$ cat config.mk
export PLATFORM = sky130hd
export DESIGN_NAME = seg7_scan_scheduler
export DESIGN_NICKNAME = d
export VERILOG_FILES = /design/src/rtl/seg7_scan_scheduler.sv
export SDC_FILE = /design/constraint.sdc
export NUM_CORES = 1
export LEC_CHECK = 0
export BUFFER_PORTS_ARGS = -buffer_cell sky130_fd_sc_hd__buf_2
export CAP_MARGIN = 25
export CORE_MARGIN = 8
export CORE_UTILIZATION = 58
export CTS_CLUSTER_DIAMETER = 60
export DETAILED_ROUTE_END_ITERATION = 6
export PLACE_DENSITY_LB_ADDON = 0.3
export SYNTH_ARGS = -nofsm -noshare
export SYNTH_HDL_FRONTEND = slang
export SYNTH_SLANG_ARGS = --single-unit
export TNS_END_PERCENT = 1
$ cat constraint.sdc
create_clock -name CLK -period 5.35 [get_ports CLK]
set_input_delay 1.07 -clock CLK [delete_from_list [all_inputs] [get_ports CLK]]
set_output_delay 1.07 -clock CLK [all_outputs]
set_load 0.02 [all_outputs]
$ cat src/rtl/seg7_scan_scheduler.sv
// Four-digit seven-segment scan scheduler: digit slots with guard gap,
// per-frame score/message select and optional game-over blink.
module seg7_scan_scheduler #(
    parameter int REFRESH_DIV  = 100000,
    parameter int GUARD_CYCLES = 1000,
    parameter int BLINK_FRAMES = 125
) (
    input  logic        CLK,
    input  logic        RESET_N,
    input  logic [15:0] SCORE_IN,
    input  logic [15:0] MSG_IN,
    input  logic        GAME_OVER,
    input  logic        BLINK_EN,
    output logic [3:0]  IN1_NIBBLE,
    output logic [3:0]  IN2_NIBBLE,
    output logic [1:0]  MUX_SEL,
    output logic [3:0]  ANODE,
    output logic [1:0]  DIGIT_IDX,
    output logic        FRAME_TICK
);

    localparam int CW = $clog2(REFRESH_DIV);
    localparam int FW = (BLINK_FRAMES > 1) ? $clog2(BLINK_FRAMES) : 1;
    localparam logic [CW-1:0] LAST  = CW'(REFRESH_DIV - 1);
    localparam logic [CW-1:0] GUARD_END = CW'(GUARD_CYCLES);
    localparam logic [FW-1:0] FLAST = FW'(BLINK_FRAMES - 1);

    typedef enum logic {GUARD, ON} state_t;

    state_t        state, state_nx;
    logic [CW-1:0] count, count_nx;
    logic [1:0]    digit_nx;
    logic [1:0]    sel_nx;
    logic          slot_end, frame_end;
    logic          phase, phase_nx;
    logic [FW-1:0] frames, frames_nx;
    logic [3:0]    anode_nx;
    logic [3:0]    nib_base;

    // Next-state view; outputs are registered from it so they line up with count.
    always_comb begin
        slot_end  = (count == LAST);
        frame_end = slot_end && (DIGIT_IDX == 2'd3);
        count_nx  = slot_end ? '0 : count + 1'b1;
        digit_nx  = slot_end ? DIGIT_IDX + 2'd1 : DIGIT_IDX;
        nib_base  = {digit_nx, 2'b00};
        state_nx  = state;
        unique case (state)
            GUARD: if (!slot_end && count_nx >= GUARD_END) state_nx = ON;
            ON:    if (slot_end) state_nx = GUARD;
        endcase
        sel_nx    = frame_end ? {1'b0, GAME_OVER} : MUX_SEL;
        phase_nx  = phase;
        frames_nx = frames;
        if (frame_end) begin
            if (sel_nx == 2'b01 && BLINK_EN) begin
                if (frames == FLAST) begin
                    frames_nx = '0;
                    phase_nx  = ~phase;
                end else begin
                    frames_nx = frames + 1'b1;
                end
            end else begin
                frames_nx = '0;
                phase_nx  = 1'b0;
            end
        end
        if (state_nx == GUARD || phase_nx)
            anode_nx = 4'b1111;
        else
            anode_nx = ~(4'b0001 << digit_nx);
    end

    // Scan FSM, prescaler, blink state and all registered outputs.
    always_ff @(posedge CLK or negedge RESET_N) begin
        if (!RESET_N) begin
            state      <= GUARD;
            count      <= '0;
            DIGIT_IDX  <= 2'd0;
            IN1_NIBBLE <= 4'd0;
            IN2_NIBBLE <= 4'd0;
            MUX_SEL    <= 2'b00;
            ANODE      <= 4'b1111;
            FRAME_TICK <= 1'b0;
            phase      <= 1'b0;
            frames     <= '0;
        end else begin
            state      <= state_nx;
            count      <= count_nx;
            DIGIT_IDX  <= digit_nx;
            MUX_SEL    <= sel_nx;
            ANODE      <= anode_nx;
            FRAME_TICK <= (count_nx == LAST) && (digit_nx == 2'd3);
            phase      <= phase_nx;
            frames     <= frames_nx;
            if (slot_end) begin
                IN1_NIBBLE <= SCORE_IN[nib_base +: 4];
                IN2_NIBBLE <= MSG_IN[nib_base +: 4];
            end
        end
    end

endmodule

==> results by group, run 1 <==
STA
  – Crit share post-route: around 46%
  – Fin. max-slew vios: 0
  – TNS Setup: 0 ns
  – Worst Skew: 0.00796 ns
  – Least-Margin Pin Slew: just under 0.7 ns
  – Fin. Hold Viols: 0
  – Min Clock Period, post-route: 2.45 ns
  – RSZ-0062 raised after global routing: no
  – Setup-failing EPs final: 0
  – Final worst slack: 2.90 ns
  – Max Clk Rate: roughly 410 MHz
  – Relative slew slack: between 50% and 60%

Detailed routing
  – Final WL: slightly above 5000 microns
  – Via/cell ratio: between 5 and 6
  – Antenna-violating nets left: 0
  – DRC Markers: 0
  – Vias: 1873
  – Detailed Routing Iterations Pass 1: 4
  – DR WL/cell: 16.3 microns
  – First-iteration detailed-routing DRC count: just under 90

Yosys
  – Largest family of logic cells by synthesized area: simple AND/OR/NAND/NOR gates
  – Most frequent cell after synthesis: dfrtp_1
  – Largest area contributor in the synthesized netlist: dfrtp_1
  – Post-synthesis simple-gate area fraction: between 20 and 30%
  – Top cells by area, synth: dfrtp_1 (41%), mux4_2 (7.5%), mux2_2 (4.7%), dfstp_2 (4.4%), nand2_1 (3.3%)
  – Post-synth EDFFs: 0
  – Synth Flop Type: dfrtp_1
  – Post-synth net total: 256
  – Share of the synthesized area in the top cell type: 40.7%
  – Synth cell count leaders: dfrtp_1 (39), nand2_1 (21), nand3_1 (13)
  – Synthesized area: about 2400 sq um
  – Post-synthesis mux area share: around an eighth
  – Synth Warn #: 0
  – Synthesized flop and latch total: 43
  – Xor/xnor cell area share of the yosys netlist: under 10%
  – Mean Syn Cell Area: 11.1 sq um
  – Mapped Cells: between 200 and 250
  – Sequential-to-total area share from yosys stat: a little under half
  – Netlist cell types: 47
  – Synth Area in Adders: 2.09%
  – Compound-Gate Fraction of Synth Area: under 10%
  – Post-synthesis async set-or-reset flop share: 100%

Global route
  – Total track usage: 16.9%
  – Number of global-route vias before repair: between 1500 and 2000
  – Largest net degree at the start of global routing: between 40 and 50
  – Initial antenna violation count: 0
  – Grt total ovfl: 0
  – First-pass GRT wire length: around 8700 microns

Placement
  – Setup slack at placement: 2.95 ns
  – Final HPWL DP: slightly below 4000 microns
  – Port Buffers: 52
  – Gpl congestion: 0.870

Run status
  – Status: completed

Power and ir drop
  – Sw Pwr: 0.130 mW
  – Peak supply drop: about 0.18 mV
  – Pleak: between 1 and 1.5 nW
  – Logic gate share of total power: 6.1%
  – Pint: 0.500 mW
  – Clk pwr share: about two fifths
  – P per Cell Area: about 230 nW/um^2
  – Power share of the sequential group: between 50 and 60%
  – Sw frac: approximately a fifth

Clock network
  – Root Buffer: clkbuf_8
  – Worst-Skew Late Latency: approximately 0.29 ns
  – Clock transition at path regs: ~0.080 ns
  – H-tree levels: 2
  – CTS tree: done
  – Post-CTS Setup Inserts: 0
  – CTS Buf Count: 5
  – Hold_buf cts: 0
  – Clk sinks: 43
  – Clk buf depth: 2
  – Cts repair resizes: 0

Floorplan
  – Area of the core: roughly 4000 sq um
  – Die ar.: approximately 6400 sq um
  – Row count: 23
  – Die height: between 80 and 90 microns
  – Die width: 80.3 microns
  – Starting density of the core: about three fifths
  – Ports: 53

Setup path
  – Worst-path fanout max: 12
  – Startpoint Class: register
  – Setup Crit Path Kind: register to register
  – Critical Path RT: roughly 5.6 ns
  – CP arrival: 2.69 ns
  – R2R Setup Slk: a little under 3 ns
  – Worst setup EP type: register

Job
  – Max capacitance violation total: 0

Final layout
  – Area growth from synthesis to layout: 16.3%
  – ANT cells: 0
  – Filler instances: 290
  – Share of cells above drive strength 1: about a third
  – Nets: 304

Min path
  – Hold Path Class: register to register
flip-flops by register name, indices dropped and copies added, names as in the netlist:
name	cells
ANODE	4
DIGIT_IDX	2
FRAME_TICK	1
IN1_NIBBLE	4
IN2_NIBBLE	4
MUX_SEL	2
count	17
frames	7
phase	1
state	1
per-layer routing:
metal	track usage, %	wire length (microns)	vias up
li1	-	-	884
met1	20.0	2200	908
met2	27.3	2410	72
met3	6.92	472	9
met4	5.45	65	0
met5	0	0	-
logic make-up (layout without fill, tap and decap cells):
| logic type | Yosys count | count (layout) |
|---|---|---|
| AO/OA/AOI/OAI | 22 | 22 |
| multiplexers | 19 | 19 |
| AND/OR/NAND/NOR | 98 | 98 |
| XOR/XNOR | 14 | 14 |
| flip-flops | 43 | 43 |
| buffers and inverters | 16 | 65 |
| adder cells (fa/ha/maj) | 4 | 4 |
final cells by class:
type / instances / area, sq um / area share [%]
multi-input combinational: 157 / 1230 / 44.2
sequential: 43 / 1080 / 38.8
timing repair buffer: 53 / 280 / 10.1
clock buffer: 6 / 82.6 / 2.96
tap: 50 / 62.6 / 2.24
clock inverter: 2 / 35.0 / 1.26
inverter: 4 / 15.0 / 0.539
power by group through the flow:
stage / Clock [mW] / Combinational [mW] / Sequential, mW
6_report: 0.260 / 0.0386 / 0.331
5_1_grt: 0.283 / 0.0429 / 0.331
4_1_cts: 0.266 / 0.0378 / 0.331
3_5_place_dp: 0 / 0.0379 / 0.337
3_3_place_gp: 0 / 0.0365 / 0.337
2_1_floorplan: 0 / 0.00924 / 0.342
layout by cell type, fill, tap and decap left out, drive strengths merged, types with 2 or more instances in the layout:
cell type,netlist,layout
buf,12,53
dfrtp,39,39
nand2,21,21
nand3,15,15
nor2,13,13
mux2,10,10
xnor2,9,9
o21ai,8,8
mux4,8,8
nand4,8,8
and2,6,6
clkbuf,0,6
nor4b,6,6
xor2,5,5
nor4,5,5
dfstp,4,4
inv,4,4
and3,4,4
nand2b,4,4
o31ai,4,4
ha,4,4
nor3,3,3
nor2b,3,3
and4,3,3
and4bb,2,2
or4,2,2
final timing paths:
kind                             from    endpoint  cells after the start
max                          count[0]   frames[5]                      6
min                        MUX_SEL[1]  MUX_SEL[1]                      1
max reg2reg                  count[0]   frames[5]                      6
min reg2reg                MUX_SEL[1]  MUX_SEL[1]                      1
max in group asynchronous     RESET_N    ANODE[2]                      2
min in group asynchronous     RESET_N    count[6]                      2
metrics by stage:
| stage | cells | area [sq um] | hold WS [ns] | power, mW | util, % |
|---|---|---|---|---|---|
| global placement | 306 | 2650 | 0.474 | 0.374 | 66.2 |
| detailed placement | 306 | 2650 | 0.478 | 0.375 | 66.2 |
| finish | 315 | 2790 | 0.491 | 0.629 | 69.7 |
| CTS | 314 | 2770 | 0.497 | 0.635 | 69.2 |
| global route | 315 | 2790 | 0.521 | 0.657 | 69.7 |
| floorplan | 216 | 2400 | 0.446 | 0.351 | - |
worst max-delay path: stages, from the launching register on:
cell and delay [ns]:
dfrtp_1 0.43, ha_1 0.30, and4_1 0.34, and4_1 0.38
nand2_1 0.28, o41ai_1 0.49, a22o_1 0.18
No activity file was read; power rests on OpenSTA's default activity.
==> inputs of run 2 (changes only) <==
- CORE_UTILIZATION: 58 -> 49
- clock period: 5.35 -> 2.1 ns (I/O delays scaled with it)
==> run 2 against run 1 <==
Effect of this change: routed wire length is 5.7% higher; via count is 4.1% higher; combinational power grew to 2.5 times the previous value; clock skew hardly changed; count of clock-buffer cells in the layout stayed put; power grew to 2.7 times the previous value; die area is 15% higher; final cell count is 12% higher; sequential share of layout area is 2.5 points lower; largest cell class unchanged; highest routed layer unchanged.
==> results by group, run 2 (synthesized netlist as in run 1, its figures left out) <==
Clock network
  – Worst-Skew Late Latency: roughly 0.29 ns
  – Clock transition at path regs: about 0.080 ns
  – Clk buf depth: 2
  – Root Buffer: clkbuf_8
  – Hold_buf cts: 0
  – CTS tree: done
  – H-tree levels: 2
  – CTS Buf Count: 5
  – Clk sinks: 43

Setup path
  – Worst-path fanout max: 4
  – Worst path cell trace: ha_4, buf_4, nor2b_1, or3b_1, a32oi_1, or4_1, nand4_2, and2_1
  – Setup Crit Path Kind: register to register
  – CP arrival: ~2.2 ns
  – Startpoint Class: register
  – Worst r2r src: count[0]
  – Critical Path RT: between 2 and 2.5 ns
  – Critical-path top delay cell: dfrtp_1
  – CP Buf/Inv Count: 1
  – Worst setup EP type: register
  – Reg2Reg Depth: 8
  – Crit path max-delay family: simple AND/OR/NAND/NOR gates
  – R2R Setup Slk: 0.06 ns
  – Worst path max stage delay: 0.44 ns
  – End of the worst register-to-register path: state

STA
  – Final worst slack: 0.0587 ns
  – Hold Worst Slack: around 0.16 ns
  – Worst Skew: 0.00793 ns
  – Fin. Hold Viols: 0
  – TNS Setup: 0 ns
  – Min Clock Period, post-route: ~2.0 ns
  – Least-Margin Pin Slew: around 0.68 ns
  – Fin. max-slew vios: 0
  – Setup-failing EPs final: 0
  – Crit share post-route: 97.2%
  – Relative slew slack: approximately 55%
  – Max Clk Rate: 490 MHz

Detailed routing
  – First-iteration detailed-routing DRC count: a little over 90
  – Via/cell ratio: about 5.5
  – Antenna-violating nets left: 0
  – Vias: 1950
  – Final WL: between 5000 and 6000 microns
  – DR WL/cell: around 15 microns
  – Detailed Routing Iterations Pass 1: 4
  – DRC Markers: 0

Floorplan
  – Area of the core: about 4700 sq um
  – Starting density of the core: roughly 51%
  – Die width: ~86 microns
  – Die height: 85.9 microns
  – Die ar.: between 7000 and 8000 sq um
  – Ports: 53
  – Row count: 25

Power and ir drop
  – Pint: approximately 1.4 mW
  – Peak supply drop: just under 0.4 mV
  – Tot Pwr: 1.69 mW
  – Pleak: ~1.4 nW
  – Logic gate share of total power: ~5.8%
  – Clk pwr share: about 44%
  – Sw Pwr: about 0.33 mW
  – Sw frac: about 19%
  – P per Cell Area: about 560 nW/um^2
  – Power share of the sequential group: between 40% and 50%

Min path
  – Hold Path Class: input pin to asynchronous set/reset pin

Final layout
  – Biggest regs: count (17), frames (7)
  – Area growth from synthesis to layout: 24.8%
  – Filler instances: between 300 and 400
  – Nets: between 300 and 400
  – Share of cells above drive strength 1: between 40% and 50%
  – Commonest non-fill, non-tap cell in the layout: buf_2
  – Final instance area: roughly 3000 sq um
  – Final core occ: a little over three fifths
  – Biggest register: count
  – Fin cells: about 350
  – Max reg flops: 17
  – ANT cells: 0
  – Most frequent cells in the layout: buf_2 (52), dfrtp_1 (35), nand2_1 (21), buf_4 (21), nand3_1 (13)

Placement
  – Final HPWL DP: just over 4000 microns
  – Setup slack at placement: -0.00955 ns
  – Gpl congestion: around 0.84
  – Area after DPL: roughly 2800 sq um
  – DP Cell Count: roughly 340
  – Port Buffers: 52

Global route
  – First-pass GRT wire length: 8940 microns
  – Grt total ovfl: 0
  – Number of global-route vias before repair: slightly below 2000
  – Initial antenna violation count: 0
  – Total track usage: 15.1%
  – Largest net degree at the start of global routing: 31

Job
  – Max capacitance violation total: 0

Run status
  – Status: completed
## run 2: cell types whose count changed in the layout (fill, tap and decap cells not counted), sizes merged
| cell | delta |
|---|---|
| buf | +20 |
| bufinv | +1 |
| clkinv | -1 |
## run 2: worst reg2reg max path, stage by stage (launching register included)
cell,delay (ns)
dfrtp_1,0.44
ha_4,0.20
buf_4,0.14
nor2b_1,0.12
or3b_1,0.36
a32oi_1,0.21
or4_1,0.16
nand4_2,0.11
and2_1,0.20
## run 2: final cells by class
cell class / instances / area (sq um) / area share [%]
clock buffer: 6 / 72.6 / 2.43
timing repair buffer: 73 / 418 / 14.0
sequential: 43 / 1090 / 36.3
multi-input combinational: 157 / 1250 / 42.0
tap: 67 / 83.8 / 2.80
inverter: 4 / 15.0 / 0.502
clock inverter: 2 / 60.1 / 2.01
## run 2: routing by layer
layer / up-vias / part of all wire (%) / GRT usage, %
li1: 926 / - / -
met1: 929 / 44 / 18.3
met2: 87 / 45 / 23.4
met3: 8 / 9.3 / 6.59
met4: 0 / 1.3 / 4.94
met5: - / 0 / 0
## run 2: repair_timing
item,CTS,global route
pin swaps,1,3
resized for setup,0,9
endpoints found under the setup margin,5,9
endpoints found under the hold margin,0,0
buffers inserted,1,4
## run 2: worst max path at each step
| stage | start | endpoint | depth (start not counted) |
|---|---|---|---|
| 4_1_cts | count[8] | state | 6 |
| 2_1_floorplan | count[0] | state | 7 |
| 3_5_place_dp | count[8] | state | 6 |
| 6_report | count[0] | state | 8 |
| 3_3_place_gp | count[8] | state | 6 |
| 5_1_grt | count[0] | ANODE[2] | 8 |
## run 2: power groups by stage
| stage | registers (mW) | clock network (mW) | logic (mW) |
|---|---|---|---|
| final | 0.843 | 0.748 | 0.0981 |
| after floorplan | 0.870 | 0 | 0.0235 |
| after CTS | 0.843 | 0.767 | 0.101 |
| after global placement | 0.859 | 0 | 0.0991 |
| after global routing | 0.844 | 0.790 | 0.110 |
| after detailed placement | 0.859 | 0 | 0.101 |
